**src/rtl/serial_sub_if.sv**
```systemverilog
// Start/done handshake bundle for the bit-serial subtractor: operands in,
// busy/done status and the registered result out.
interface serial_sub_if #(
  parameter int WIDTH = 8
);
  logic             start;
  logic [WIDTH-1:0] a;
  logic [WIDTH-1:0] b;
  logic             bin;
  logic             busy;
  logic             done;
  logic [WIDTH-1:0] diff;
  logic             bout;

  modport master (
    output start, a, b, bin,
    input  busy, done, diff, bout
  );

  modport slave (
    input  start, a, b, bin,
    output busy, done, diff, bout
  );
endinterface

```
**src/rtl/serial_sub.sv**
```systemverilog
// Bit-serial subtractor: one full-subtraction cell processes one bit per
// clock, LSB first, with a borrow flop chaining the bits together.
module serial_sub #(
  parameter int WIDTH = 8
) (
  input  logic         clk,
  input  logic         rst,
  serial_sub_if.slave  bus
);

  localparam int             CW   = (WIDTH > 1) ? $clog2(WIDTH) : 1;
  localparam logic [CW-1:0]  LAST = CW'(WIDTH - 1);

  typedef enum logic [1:0] {IDLE, SHIFT, DONE} state_t;

  state_t           state_q, state_d;
  logic [WIDTH-1:0] a_q, a_d;
  logic [WIDTH-1:0] b_q, b_d;
  logic [WIDTH-1:0] res_q, res_d;
  logic [WIDTH-1:0] diff_q, diff_d;
  logic [CW-1:0]    cnt_q, cnt_d;
  logic             c_q, c_d;
  logic             bout_q, bout_d;
  logic             busy_q, busy_d;
  logic             done_q, done_d;

  logic             d_bit;
  logic             br_bit;
  logic [WIDTH-1:0] res_shift;

  // Full-subtraction cell on the current LSBs and the chained borrow.
  assign d_bit  = a_q[0] ^ b_q[0] ^ c_q;
  assign br_bit = (~a_q[0] & b_q[0]) | (~a_q[0] & c_q) | (b_q[0] & c_q);

  // New difference bit enters at the MSB so bit 0 lands in place after WIDTH shifts.
  generate
    if (WIDTH == 1) begin : g_res_one
      assign res_shift = d_bit;
    end else begin : g_res_multi
      assign res_shift = {d_bit, res_q[WIDTH-1:1]};
    end
  endgenerate

  always_comb begin
    state_d = state_q;
    a_d     = a_q;
    b_d     = b_q;
    res_d   = res_q;
    diff_d  = diff_q;
    cnt_d   = cnt_q;
    c_d     = c_q;
    bout_d  = bout_q;

    case (state_q)
      IDLE, DONE: begin
        state_d = IDLE;
        if (bus.start) begin
          a_d     = bus.a;
          b_d     = bus.b;
          c_d     = bus.bin;
          res_d   = '0;
          cnt_d   = '0;
          state_d = SHIFT;
        end
      end
      SHIFT: begin
        a_d   = a_q >> 1;
        b_d   = b_q >> 1;
        c_d   = br_bit;
        res_d = res_shift;
        cnt_d = cnt_q + 1'b1;
        if (cnt_q == LAST) begin
          diff_d  = res_shift;
          bout_d  = br_bit;
          state_d = DONE;
        end
      end
      default: state_d = IDLE;
    endcase

    busy_d = (state_d == SHIFT);
    done_d = (state_d == DONE);
  end

  always_ff @(posedge clk) begin
    if (rst) begin
      state_q <= IDLE;
      a_q     <= '0;
      b_q     <= '0;
      res_q   <= '0;
      diff_q  <= '0;
      cnt_q   <= '0;
      c_q     <= 1'b0;
      bout_q  <= 1'b0;
      busy_q  <= 1'b0;
      done_q  <= 1'b0;
    end else begin
      state_q <= state_d;
      a_q     <= a_d;
      b_q     <= b_d;
      res_q   <= res_d;
      diff_q  <= diff_d;
      cnt_q   <= cnt_d;
      c_q     <= c_d;
      bout_q  <= bout_d;
      busy_q  <= busy_d;
      done_q  <= done_d;
    end
  end

  assign bus.busy = busy_q;
  assign bus.done = done_q;
  assign bus.diff = diff_q;
  assign bus.bout = bout_q;

endmodule
```
**src/flat_wrapper.sv**
```systemverilog
// flat-port wrapper written by rule: the top's interface ports become plain ports
module serial_sub_flat 
#(
  parameter int WIDTH = 8
)
  (clk, rst, bus_start, bus_a, bus_b, bus_bin, bus_busy, bus_done, bus_diff, bus_bout);
  serial_sub_if #(.WIDTH(WIDTH)) bus_i ();
  input  logic clk;
  input  logic rst;
  input wire logic [$bits(bus_i.start)-1:0] bus_start;
  input wire logic [$bits(bus_i.a)-1:0] bus_a;
  input wire logic [$bits(bus_i.b)-1:0] bus_b;
  input wire logic [$bits(bus_i.bin)-1:0] bus_bin;
  output wire logic [$bits(bus_i.busy)-1:0] bus_busy;
  output wire logic [$bits(bus_i.done)-1:0] bus_done;
  output wire logic [$bits(bus_i.diff)-1:0] bus_diff;
  output wire logic [$bits(bus_i.bout)-1:0] bus_bout;
  assign bus_i.start = bus_start;
  assign bus_i.a = bus_a;
  assign bus_i.b = bus_b;
  assign bus_i.bin = bus_bin;
  assign bus_busy = bus_i.busy;
  assign bus_done = bus_i.done;
  assign bus_diff = bus_i.diff;
  assign bus_bout = bus_i.bout;
  serial_sub #(.WIDTH(WIDTH)) u_core (.clk(clk), .rst(rst), .bus(bus_i));
endmodule
```
**config.mk**
```make
export PLATFORM = sky130hd
export DESIGN_NAME = serial_sub_flat
export DESIGN_NICKNAME = d
export VERILOG_FILES = /design/src/rtl/serial_sub_if.sv /design/src/rtl/serial_sub.sv /design/src/flat_wrapper.sv
export SDC_FILE = /design/constraint.sdc
export NUM_CORES = 1
export LEC_CHECK = 0
export ABC_AREA = 1
export CAP_MARGIN = 15
export CORE_AREA = 4 4 79 81
export DETAILED_ROUTE_END_ITERATION = 10
export DIE_AREA = 0 0 83 85
export SLEW_MARGIN = 20
export SYNTH_ARGS = -nofsm -noshare
export SYNTH_HDL_FRONTEND = slang
export SYNTH_SLANG_ARGS = --single-unit
export TNS_END_PERCENT = 1
```
**constraint.sdc**
```tcl
create_clock -name clk -period 1.2 [get_ports clk]
set_clock_uncertainty 0.15 [all_clocks]
set_input_delay 0.18 -clock clk [delete_from_list [all_inputs] [get_ports clk]]
set_output_delay 0.18 -clock clk [all_outputs]
set_load 0.01 [all_outputs]
```
Yosys cells after proc, flatten, opt, wreduce, memory -nomap -nowiden
Index checks and enable logic that the tools add are counted.
{ "op_classes": {"shifts": 0, "order_cmp": 0, "multipliers": 0, "n_bitwise": 8, "eq_ne": 6, "reduce_logical": 5, "n_mux": 13, "n_div": 0, "add_sub_neg": 1} }
{ "op_table": {"columns": ["cell", "n"], "rows": [
  ["$pmux W8 S2", 3],
  ["$mux W8", 3],
  ["$pmux W3 S2", 1],
  ["$eq A2 B1 Y1 const B", 2],
  ["$eq A2 B2 Y1 const B", 2],
  ["$pmux W2 S2", 1],
  ["$reduce_and A2 Y1", 2],
  ["$add A3 B1 Y3 const B", 1],
  ["$and A1 B1 Y1", 3],
  ["$eq A3 B3 Y1 const B", 1],
  ["$mux W3", 1],
  ["$logic_not A2 Y1", 1],
  ["$mux W1", 2],
  ["$mux W2", 1],
  ["$ne A2 B2 Y1 const B", 1],
  ["$or A1 B1 Y1", 2],
  ["$pmux W1 S2", 1],
  ["$reduce_bool A2 Y1", 1],
  ["$reduce_or A2 Y1", 1],
  ["$xor A1 B1 Y1", 2],
  ["$not A1 Y1", 1]
]} }
{ "word_totals": {"reg_bits": 41, "input_bits": 20, "ram_bits": 0, "rom_bits": 0, "memories": 0, "latch_bits": 0} }

Logic depth before layout (Yosys ltp)
Gate-level depths: netlist of run 1.
{ "depth": {"depth_word": 5, "mapped_depth": 6} }

Worst setup path before layout of run 1
OpenSTA, ideal clock, no wires.
{ "synth_path": {"path_kind": "flip-flop to flip-flop", "startpoint": "reg u_core.cnt_q[0]", "endpoint": "reg u_core.diff_q[7], in the netlist u_core.bus.diff[7]", "period_less_slack_ns": 1.326, "setup_ns": 0.112, "t_arrival_ns": 1.063, "setup_slack_ns": -0.126, "n_path_buf": 0, "stages_incl_launch_ff": 7, "cell_sequence": "dfxtp_1 -> ha_1 -> ha_1 -> nand3_2 -> clkinv_2 -> nand2_1 -> nand2_1"} }
{ "synth_via": {"elab_chain_len": 2} }
{ "synth_lines": {"columns": ["element", "line", "rtl"], "rows": [
  ["start: declaration", "serial_sub.sv:21", "logic [CW-1:0] cnt_q, cnt_d;"],
  ["start signal: assignment", "serial_sub.sv:103", "cnt_q <= cnt_d;"],
  ["$eq A3 B3 Y1", "serial_sub.sv:72", "if (cnt_q == LAST) begin"],
  ["$reduce_and A2 Y1 (no source line)", null, null],
  ["end signal: assignment", "serial_sub.sv:102", "diff_q <= diff_d;"],
  ["end: declaration", "serial_sub.sv:20", "logic [WIDTH-1:0] diff_q, diff_d;"]
]} }
Every way passes these cells.
A chain may end at the register's enable or synchronous reset.

Worst setup path in the final report of run 1
{ "layout_path": {"startpoint": "reg u_core.a_q[0]", "endpoint": "reg u_core.res_q[7]"} }
{ "layout_via": {"elab_chain_len": 3} }
{ "layout_lines": {"columns": ["element", "line", "rtl"], "rows": [
  ["start: declaration", "serial_sub.sv:17", "logic [WIDTH-1:0] a_q, a_d;"],
  ["start signal: assignment", "serial_sub.sv:88", "a_q <= '0;"],
  ["start signal: assignment", "serial_sub.sv:99", "a_q <= a_d;"],
  ["$xor A1 B1 Y1 (2 in a row)", "serial_sub.sv:32", "assign d_bit = a_q[0] ^ b_q[0] ^ c_q;"],
  ["via u_core.d_bit", "serial_sub.sv:27", "logic d_bit;"],
  ["$pmux W8 S2", "serial_sub.sv:54", "case (state_q)"],
  ["end signal: assignment", "serial_sub.sv:101", "res_q <= res_d;"],
  ["end: declaration", "serial_sub.sv:19", "logic [WIDTH-1:0] res_q, res_d;"]
]} }
The timed path passes the listed nets, and every way through them passes these cells.

==> flow_summary.ini, run 1 <==
[clocking]
cts_tree = built
cts.clk_slew.worst_paths_ns = 0.07
clkSinkCount = 40
h-tree-depth = 2
cts-buffers-inserted = 5
clk_latency_ns = 0.29
cts_hold_buffers = 0
max-clock-path-buffers = 2
cts_root_buffer = clkbuf_8

[logic_synthesis]
syn_nets = 248
ys_ff_latch = 40
post_synth_instance_area_sq_mm = 0.001725
synthDistinctLibCells = 22
ys_seq_area_frac = 0.4641
synth_cells = 225
avgSynthCellArea_sq_um = 7.668
yosys_warnings = 0

[floorplan]
rows = 27
start_util = 0.3153
dieWidth_microns = 83
io_pins = 31
die_area_sq_mm = 0.007055
die_h_microns = 85
core_area_sq_mm = 0.005473

[status]
status = finished, violations left
violations = negative setup slack

[timing]
fmax_mhz = 778.1
period_share = 1.071
grt_setup_unrepaired = yes
worst_pin_slew_ns = 0.2188
worst_slack_ns = -0.08515
hold_viol = 0
period_needed_ns = 1.285
max-slew-margin-rel = 0.8538
setup_viol = 23
fin_tns_setup_ns = -0.4467
maxSlewViolCount = 0

[setup_path]
start_kind = register
critical_path_class = register to register
worstSetupEndpointType = register
worstPathArrival_ns = 1.36
required_ns = 1.27
cp_max_fo = 2
ff2ff_setup_slack_ns = -0.09

[grt]
grt_max_degree = 28
antenna_found_initial = 0
grt_pass1_vias = 1485
grt_overflow_total = 0
track_usage = 0.1145
grt_pass1_wl_mm = 6.720

[cells_and_area]
fillers = 568
final_util = 0.4230
layout.nets = 289
areaGrowthSynthToFinish_pct = 34.16
drive_gt1_frac = 0.2105
n_antenna_cell = 0

[routing]
drc_errors = 0
vias_per_cell = 4.571
drtPass1Iterations = 4
totalWireLength_mm = 3.802
drt_iter0_drc = 70
ant_nets = 0
wl_per_cell_microns = 11.25
num_vias = 1545

[hold_path]
holdCritPathClass = input port to register

[pwr]
p_per_area_mw_per_mm2 = 1190
vdd_drop_max_mv = 0.4016
p_leak_nw = 0.9748

[flow_run]
maxCapViolations = 0

[place]
dp_hpwl_mm = 2.726
place_congestion = 0.7276
port-buffer-count = 30
[layout make-up]
type / instances / area, sq um / area share
flip-flops and latches: 40 / 810.8 / 0.3503
multi-input cells: 149 / 780.7 / 0.3373
clock buffers: 6 / 72.57 / 0.03135
clock inverters: 1 / 5.005 / 0.002162
inverters: 23 / 91.34 / 0.03946
well taps: 72 / 90.09 / 0.03892
repair buffers: 47 / 464.2 / 0.2005
[cell families after synthesis]
| family | Yosys count | share of synthesized area |
|---|---|---|
| AND/OR/NAND/NOR | 129 | 0.3495 |
| adder cells (fa/ha/maj) | 3 | 0.02610 |
| AO/OA/AOI/OAI | 17 | 0.05149 |
| buffers and inverters | 36 | 0.1088 |
| flip-flops | 40 | 0.4641 |
[power breakdown]
group / leakage (nW) / switching (mW) / internal (mW)
Clock: 0.0410 / 0.434 / 0.395
Combinational: 0.604 / 0.255 / 0.237
Sequential: 0.330 / 0.0296 / 1.40
[path summary, 6_finish.rpt]
kind                 startpoint            endpoint  depth (start not counted)
min reg2reg  u_core.bus.diff[0]  u_core.bus.diff[0]                          2
max reg2reg       u_core.a_q[0]     u_core.res_q[7]                          3
min                    bus_b[7]       u_core.b_q[7]                          3
max               u_core.a_q[0]     u_core.res_q[7]                          3
[registers in the layout, indices dropped and copies added (netlist names)]
register,count
u_core.b_q,8
u_core.a_q,8
u_core.bus.bout,1
u_core.bus.busy,1
u_core.cnt_q,3
u_core.c_q,1
u_core.bus.diff,8
u_core.bus.done,1
u_core.state_q,2
u_core.res_q,7
[routing by layer]
metal / share of wire / track usage / wire [microns]
met1: 0.47 / 0.1401 / 1778
met2: 0.49 / 0.1931 / 1854
met3: 0.034 / 0.03495 / 130
met4: 0.010 / 0.03566 / 39
met5: 0 / 0 / 0
[placed cells by master, fill, tap and decap left out, types with 8 or more instances in the layout]
cell type        netlist  routed
nand3_1               47      47
nand2_1               43      43
dfxtp_1               40      32
inv_1                 20      19
clkdlybuf4s50_1        0      19
nor2_1                17      17
nor3_1                14      14
a21oi_1               14      13
buf_4                  7      12
dfxtp_2                0       8
[synth_stat cells, drive strengths merged]
| master | instances | share of area |
|---|---|---|
| nor2 | 18 | 0.044 |
| ha | 2 | 0.015 |
| clkinv | 1 | 0.0029 |
| fa | 1 | 0.012 |
| a21oi | 15 | 0.046 |
| o21ai | 2 | 0.0058 |
| clkbuf | 1 | 0.0022 |
| nor3 | 14 | 0.041 |
| buf | 12 | 0.056 |
| inv | 22 | 0.048 |
| nand3 | 50 | 0.15 |
| nand3b | 1 | 0.0044 |
| dfxtp | 40 | 0.46 |
| nand2 | 46 | 0.11 |
[critical path, cell delays in order, from the launching register on]
cell     delay, ns
dfxtp_2       0.34
fa_2          0.58
nand2_1       0.05
a21oi_1       0.11
[what timing repair did]
item                       CTS  global route
pin swaps                    1             0
resized for setup           29            12
setup buffers                0             0
hold endpoints to repair     0             0
setup endpoints to repair   43            47
[per-stage QoR]
step | setup slack (ns) | hold slack [ns] | cells | cell area (sq um) | total power, mW
after floorplan | -0.02519 | 0.09907 | 225 | 1754 | 1.766
after global placement | -0.2603 | 0.3096 | 331 | 2235 | 1.945
after detailed placement | -0.2862 | 0.3137 | 331 | 2235 | 1.952
after CTS | -0.08412 | 0.3195 | 338 | 2333 | 2.792
after global routing | -0.1313 | 0.3175 | 338 | 2315 | 2.920
final | -0.08515 | 0.3119 | 338 | 2315 | 2.755
Power figures use the tool's default switching activity.
==> run 2: changes to the inputs <==
--- a/config.mk
+++ b/config.mk
@@ -8,6 +8,7 @@
 export ABC_AREA = 1
 export CAP_MARGIN = 15
 export CORE_AREA = 4 4 79 81
+export CTS_BUF_LIST = sky130_fd_sc_hd__clkbuf_4
 export DETAILED_ROUTE_END_ITERATION = 10
 export DIE_AREA = 0 0 83 85
 export SLEW_MARGIN = 20
==> run 2 against run 1 <==
  * The flow still finishes with violations (negative setup slack)
  * Critical path depth did not move
  * Worst setup slack improved by 0.0043 ns
  * Sequential power hardly changed
==> flow_summary.ini, run 2 (same netlist as run 1, synthesis figures left out) <==
[routing]
drt_iter0_drc = 47
wl_per_cell_microns = 11.87
vias_per_cell = 4.591
ant_nets = 0
totalWireLength_mm = 4.035
drc_errors = 0
drtPass1Iterations = 4
num_vias = 1561

[floorplan]
core_area_sq_mm = 0.005473
io_pins = 31
start_util = 0.3153
die_h_microns = 85
rows = 27
die_area_sq_mm = 0.007055
dieWidth_microns = 83

[hold_path]
holdPathStages = 3
holdCritPathClass = input port to register
worstHoldStart = bus_b[7]
holdPathEnd = u_core.b_q[7]

[place]
port-buffer-count = 30
place_congestion = 0.7276
dp.cells = 331
dp_hpwl_mm = 2.726

[timing]
fmax_mhz = 780.7
period_share = 1.067
worst_pin_slew_ns = 0.1804
grt_setup_unrepaired = yes
max-slew-margin-rel = 0.8795
maxSlewViolCount = 0
worst_slack_ns = -0.08089
period_needed_ns = 1.281
setup_viol = 23
hold_viol = 0

[grt]
grt_pass1_wl_mm = 6.851
antenna_found_initial = 0
grt_overflow_total = 0
track_usage = 0.1167
grt_max_degree = 28
grt_pass1_vias = 1497

[status]
status = finished, violations left
violations = negative setup slack

[cells_and_area]
final_common_cell = nand3_1
mostFrequentLayoutCells = 45 x nand3_1, 42 x nand2_1, 25 x dfxtp_1, 19 x clkdlybuf4s50_1, 18 x inv_1
stdcell_count = 340
areaGrowthSynthToFinish_pct = 38.22
layout.nets = 291
n_antenna_cell = 0
drive_gt1_frac = 0.3060

[setup_path]
ff2ff_path_depth = 3
cp_max_fo = 2
start_kind = register
worstPathArrival_ns = 1.43
worstSetupEndpointType = register
ff2ff_setup_slack_ns = -0.08
critical_path_class = register to register
reg2reg_to = u_core.res_q[7]
r2r_start = u_core.a_q[0]
required_ns = 1.34

[pwr]
vdd_drop_max_mv = 0.4090
p_per_area_mw_per_mm2 = 1107
p_leak_nw = 1.013
p_total_mw = 2.640

[clocking]
cts_hold_buffers = 0
clk_latency_ns = 0.35
cts.clk_slew.worst_paths_ns = 0.12
clkSinkCount = 40
h-tree-depth = 2
cts-buffers-inserted = 5
cts_tree = built
cts_root_buffer = clkbuf_4
max-clock-path-buffers = 2

[flow_run]
maxCapViolations = 0
## run 2: changes by cell type in the layout (fill, tap and decap cells not counted), moves of 3 or more
cell	change
clkbuf_8	-5
dfxtp_2	+7
dfxtp_1	-7
buf_2	+11
clkdlybuf4s15_2	-3
nor3_1	-10
clkbuf_2	-6
clkbuf_4	+6
nor3_2	+10
## run 2: area by class of cell
type	instances	area (sq um)
Clock buffer	6	45.04
Timing Repair Buffer	49	488.0
Tap cell	72	90.09
Multi-Input combinational cell	149	843.3
Inverter	23	93.84
Sequential cell	40	819.5
Clock inverter	1	5.005
Fill cell	563	3088
## run 2: per-layer routing
metal	wire, microns	vias to the layer above	global-route usage
met5	0	-	0
met4	57	0	0.04012
met3	118	4	0.03301
met2	2006	21	0.1946
met1	1853	723	0.1448
li1	-	813	-
## run 2: timing repair
item                                    in CTS  in global routing
endpoints found under the setup margin      45                 36
resized for setup                           58                 20
pin swaps                                    0                  8
cloned                                       0                  1
setup buffers                                0                  1
## run 2: report_power, final
part / leakage [nW] / internal (mW) / switching, mW / total [mW]
Combinational: 0.648 / 0.271 / 0.282 / 0.553
Clock: 0.0315 / 0.239 / 0.414 / 0.653
Sequential: 0.334 / 1.40 / 0.0312 / 1.43
## run 2: how the worst max path moves through the flow
stage	from	end	slack, ns
2_1_floorplan	u_core.a_q[0]	u_core.res_q[7]	-0.03
3_5_place_dp	bus_start	u_core.b_q[0]	-0.29
5_1_grt	u_core.state_q[0]	u_core.bus.diff[5]	-0.14
4_1_cts	u_core.b_q[0]	u_core.res_q[7]	-0.09
6_report	u_core.a_q[0]	u_core.res_q[7]	-0.08
3_3_place_gp	bus_start	u_core.b_q[2]	-0.26
## run 2: stage by stage
stage	area [sq um]	setup WS [ns]	hold WS (ns)	utilization	TNS, ns
finish	2385	-0.08089	0.2567	0.4358	-0.5748
global route	2385	-0.1389	0.2455	0.4358	-2.741
CTS	2257	-0.09154	0.2526	0.4124	-1.114
detailed placement	2235	-0.2862	0.3137	0.4083	-7.781
global placement	2235	-0.2603	0.3096	0.4083	-7.296
floorplan	1754	-0.02519	0.09907	-	-0.1704
## run 2: critical path, cell delays in order (launching register included)
cell     delay (ns)
dfxtp_2        0.35
fa_2           0.57
nand2_1        0.05
a21oi_1        0.11
==> run 3: changes to the inputs <==
--- a/config.mk
+++ b/config.mk
@@ -6,7 +6,7 @@
 export NUM_CORES = 1
 export LEC_CHECK = 0
 export ABC_AREA = 1
-export CAP_MARGIN = 15
+export CAP_MARGIN = 20
 export CORE_AREA = 4 4 79 81
 export CTS_BUF_LIST = sky130_fd_sc_hd__clkbuf_4
 export DETAILED_ROUTE_END_ITERATION = 10
==> results of run 3 <==
Same layout as run 2: the final DEF is identical, and so are final timing and power.
